**config.mk**
```make
export PLATFORM = sky130hd
export DESIGN_NAME = alu2_addsub
export DESIGN_NICKNAME = d
export VERILOG_FILES = /design/src/rtl/alu2_addsub.sv
export SDC_FILE = /design/constraint.sdc
export NUM_CORES = 1
export LEC_CHECK = 0
export BUFFER_PORTS_ARGS = -buffer_cell sky130_fd_sc_hd__buf_2
export CAP_MARGIN = 20
export CORE_MARGIN = 10
export CORE_UTILIZATION = 52
export CTS_CLUSTER_DIAMETER = 30
export CTS_CLUSTER_SIZE = 40
export DETAILED_ROUTE_END_ITERATION = 6
export GPL_ROUTABILITY_DRIVEN = 0
export GPL_TIMING_DRIVEN = 0
export PLACE_DENSITY = 0.83
export SLEW_MARGIN = 20
export SYNTH_ARGS = -nofsm -noshare
export SYNTH_HDL_FRONTEND = slang
export SYNTH_SLANG_ARGS = --single-unit
```
**constraint.sdc**
```tcl
create_clock -name clk -period 1.95 [get_ports clk]
set_input_delay 0 -clock clk [delete_from_list [all_inputs] [get_ports clk]]
set_output_delay 0 -clock clk [all_outputs]
set_load 0.01 [all_outputs]
```
**src/rtl/alu2_addsub.sv**
```systemverilog
// Registered WIDTH-bit two's-complement adder/subtractor with overflow, carry and zero flags.
// Optional build macro ALU2_SAT_EN: on signed overflow, Z saturates to the signed limit.
module alu2_addsub #(
  parameter int WIDTH = 8
) (
  input  logic             clk,
  input  logic             rst_n,
  input  logic             in_valid,
  input  logic             add_sub,
  input  logic [WIDTH-1:0] X,
  input  logic [WIDTH-1:0] Y,
  output logic [WIDTH-1:0] Z,
  output logic             ofs,
  output logic             carry,
  output logic             zero,
  output logic             out_valid
);

  // Handshake: valid-only, no ready. A cycle with in_valid=1 is consumed
  // unconditionally and its result shows with out_valid=1 on the next cycle only.

  logic [WIDTH-1:0] b_op;
  logic [WIDTH:0]   sum;
  logic [WIDTH-1:0] s_res;
  logic             ofs_next;
  logic [WIDTH-1:0] z_next;

  always_comb begin
    b_op     = add_sub ? ~Y : Y;
    sum      = {1'b0, X} + {1'b0, b_op} + {{WIDTH{1'b0}}, add_sub};
    s_res    = sum[WIDTH-1:0];
    ofs_next = (X[WIDTH-1] == b_op[WIDTH-1]) && (s_res[WIDTH-1] != X[WIDTH-1]);
`ifdef ALU2_SAT_EN
    // A positive X can only overflow upward, a negative X only downward.
    if (ofs_next)
      z_next = X[WIDTH-1] ? {1'b1, {(WIDTH-1){1'b0}}} : {1'b0, {(WIDTH-1){1'b1}}};
    else
      z_next = s_res;
`else
    z_next = s_res;
`endif
  end

  always_ff @(posedge clk or negedge rst_n) begin
    if (!rst_n) begin
      Z         <= '0;
      ofs       <= 1'b0;
      carry     <= 1'b0;
      zero      <= 1'b0;
      out_valid <= 1'b0;
    end else begin
      out_valid <= in_valid;
      if (in_valid) begin
        Z     <= z_next;
        ofs   <= ofs_next;
        carry <= sum[WIDTH];
        zero  <= (z_next == '0);
      end
    end
  end

endmodule

```
## Word-level counts from Yosys, hierarchy flattened

Index checks and enable logic that the tools add are counted.
W data, S select, Z words.

- Register bits after elaboration: 12
- Bits in latches: 0
- Bits in writable memories: 0
- Bits in read-only memories: 0
- Bits of input ports: 20
- Output and inout port bits: 12
- Word-level logic and storage cells: 13
- Memories: 0

- Add/sub/neg operators: 2
- Multipliers: 0
- Divide/modulo/power cells: 0
- $lt $le $gt $ge: 0
- Equal/unequal tests: 2
- Shifts and indexed selects: 0
- Mux-type cells: 1
- Bitwise gates (word level): 1
- Reduce and logical (&&, ||, !) cells: 2

Operators by type and width:

| operator | number |
|---|---|
| $add A8 B8 Y9 | 1 |
| $add A9 B1 Y9 | 1 |
| $logic_not A8 Y1 | 1 |
| $mux W8 | 1 |
| $not A8 Y8 | 1 |
| $eq A1 B1 Y1 | 1 |
| $logic_and A1 B1 Y1 | 1 |
| $ne A1 B1 Y1 | 1 |

## Longest topological paths before layout

- Depth in word-level cells: 6
- Depth in mapped cells: 9
- Mapped depth without buffers: 8

## Worst setup path after synthesis

Ideal clock, no wire load.

- Kind: input to register
- From: input port add_sub
- To: register zero
- Library setup time: 96 ps
- Arrival: 1875 ps
- Required time: 1854 ps
- Setup slack: -20 ps
- Stages on the path: 9
- Buffers on the path: 1
- Cell sequence: buf_6 xor2_1 inv_1 fa_1 nand2b_1 a21oi_1 xnor2_1 or4_1 o32ai_2

- Word-level cells in the longest chain between the ends: 4

Ends and longest elaborated chain:

| what | line | source |
|---|---|---|
| start, declared | 9 | `input logic add_sub,` |
| $mux W8 | 29 | `b_op = add_sub ? ~Y : Y;` |
| $add A8 B8 Y9 | 30 | `sum = {1'b0, X} + {1'b0, b_op} + {{WIDTH{1'b0}}, add_sub};` |
| $add A9 B1 Y9 * | 30 |  |
| $logic_not A8 Y1 * | 57 | `zero <= (z_next == '0);` |
| end signal, assigned | 57 |  |
| end, declared | 15 | `output logic zero,` |

Every way passes the cells marked *; elsewhere a longest branch is shown, timed or not.
A chain may end at the register's enable or synchronous reset.

## Worst setup path after layout

Ends and elaborated chain as after synthesis.

==> impl_metrics.tcl <==
set metrics [dict create \
    fin_util_pct 72.2 \
    drive_gt1_share_pct 39.8 \
    final_cells 139 \
    status "completed" \
    wl_met1_um 898 \
    slew_violations 0 \
    postSynthAreaPerCell_sq_um 10.3 \
    io_pins 32 \
    grt_pass1_wl_um 3370 \
    ys_ff_latch 12 \
    synth_edf_count 0 \
    startpoint_type "input port" \
    synth_nets 115 \
    rows 14 \
    die_h_um 61.5 \
    finalSetupViolCount 0 \
    cts.htree.levels 1 \
    port_buffers 30 \
    wl_met3_um 127 \
    synth_top_cell_area_share_pct 33.5 \
    synth.most_common_cell "dfrtp_1" \
    max_freq_mhz 552 \
    vias 774 \
    peakVddDrop_mv 0.480 \
    syn_to_final_growth_pct 26.9 \
    fp.dieArea_sq_um 3790 \
    fin_total_pwr_uw 960 \
    start_util_pct 56.9 \
    antenna_found_initial 0 \
    grt_max_degree 13 \
    path_max_fanout 8 \
    synth_flop_cell "dfrtp_1" \
    seq_area_sq_um 300 \
    whs_ns 0.105 \
    powerDensity_nw_per_um2 843 \
    rsz0062_at_grt "false" \
    fp.dieW_um 61.5 \
    drc 0 \
    grt_pass1_vias 795 \
    grt_use_total_pct 11.6 \
    crit_type "input port to flop" \
    vias_per_cell 5.57 \
    synth-seq-area-share_pct 33.5 \
    finalCritPeriodShare_pct 92.8 \
    wl_per_cell_um 15.2 \
    tritoncts "built" \
    drt-initial-drc-count 26 \
    fillCellCount 135 \
    fin_crit_ns 1.81 \
    syn_inst 87 \
    postPlaceCellArea_sq_um 1080 \
    synth_common_cells "dfrtp_1, xor2_1, ha_1, inv_1, mux2_2" \
    drtAntennaViolNets 0 \
    worst_pin_slew_ns 0.473 \
    worstPathRequired_ns 2.14 \
    skew_ns 0 \
    cts_resized 0 \
    top_layer "met4" \
    yosys.cell_types.count 34 \
    diodes 0 \
    coreArea_sq_um 1580 \
    cts_buffer_depth 2 \
    worstPathArrival_ns 2.00 \
    synth_area_leaders "dfrtp_1, ha_1, xor2_1, mux2_2, xnor2_1" \
    placed_cells 133 \
    firstDrtPassIters 4 \
    grt.overflow.total 0 \
    wl_met2_um 1070 \
    final_area_sq_um 1140 \
    cts_root_buffer "clkbuf_4" \
    yosysWarnings 0 \
    cts_buffers 3 \
    maxCapViolations 0 \
    p_leak_uw 0.000542 \
    yosys.area.top_type "dfrtp_1" \
    hold_viol 0 \
    cts_sinks 12 \
    hpwlAfterDp_um 1760 \
    final_nets 152 \
    clk_pin_slew_ns 0.08 \
    multi_input_area_sq_um 571 \
    hold_path.class "input port to flop" \
    async_reset_ff_share_pct 100 \
    syn_area_sq_um 897 \
    wirelength_um 2110 \
    cts_setup_buffers 0 \
    insertion_delay_ns 0.28 \
    slew-limit-headroom_pct 68.4 \
    crit_path_end_kind "flop" \
]
worst max-delay path, stage by stage:
cell      delay [ns]
buf_6           0.13
xor2_1          0.16
ha_1            0.44
nand4_1         0.19
o221ai_2        0.22
xor2_1          0.10
or4_1           0.54
o32ai_2         0.21
state kept, by name (all words and copies together) (netlist names):
signal / cells
zero: 1
ofs: 1
Z: 8
carry: 1
out_valid: 1
layer usage:
layer | vias to the layer above | global-route usage [%]
li1 | 385 | -
met1 | 364 | 12.8
met2 | 23 | 20.4
met3 | 2 | 2.88
met4 | 0 | 5.41
met5 | - | 0
cells by family (layout without fill, tap and decap cells):
logic type      count (synthesis)  in the layout  share of synthesized area [%]
simple gates                   18             18                           10.9
buf+inv                         9             45                           4.60
flops                          12             12                           33.5
fa+ha+maj                       8              8                           12.0
xor+xnor                       13             13                           12.7
mux                             8              8                           11.2
compound gates                 19             19                           15.2
through the flow:
step	setup slack, ns	TNS, ns
after floorplan	0.0154	0
after global placement	-0.0862	-0.109
after detailed placement	-0.156	-0.225
after CTS	0.140	0
after global routing	0.0453	0
final	0.140	0
timing repair:
item | in CTS | in global routing
endpoints found under the setup margin | 0 | 0
endpoints found under the hold margin | 13 | 0
hold buffers | 2 | 0
final cells by class:
class	count	share of cell area (%)
multi-input combinational	66	50.1
sequential	12	26.4
timing repair buffer	32	14.9
clock buffer	4	3.19
inverter	7	2.31
tap	16	1.76
buffer	2	1.32
power by group:
group / switching [uW] / internal, uW / leakage (uW) / total, uW
Sequential: 29.8 / 309 / 0.000144 / 339
Clock: 90.4 / 114 / 0.0000210 / 204
Combinational: 220 / 196 / 0.000377 / 417
Total: 340 / 619 / 0.000542 / 960
layout by cell type, fill, tap and decap left out, drive strengths merged, types with 3 or more instances in the layout:
master,instances
a21oi,5
nand2,3
xor2,9
o21ai,5
mux2,6
ha,7
buf,31
dfrtp,12
nor2,4
xnor2,4
inv,7
clkbuf,5
path summary, 6_finish.rpt:
kind | end | from | cells after the start | slack [ns]
setup / recovery | zero | add_sub | 8 | 0.14
hold / removal | ofs | X[7] | 3 | 0.10
setup reg to reg | ofs | ofs | 2 | 1.15
hold reg to reg | Z[4] | Z[4] | 1 | 0.51
max in group asynchronous | Z[1] | rst_n | 2 | 1.61
min in group asynchronous | Z[7] | rst_n | 2 | 0.12
Note: power is estimated with default switching activity, not from simulation.
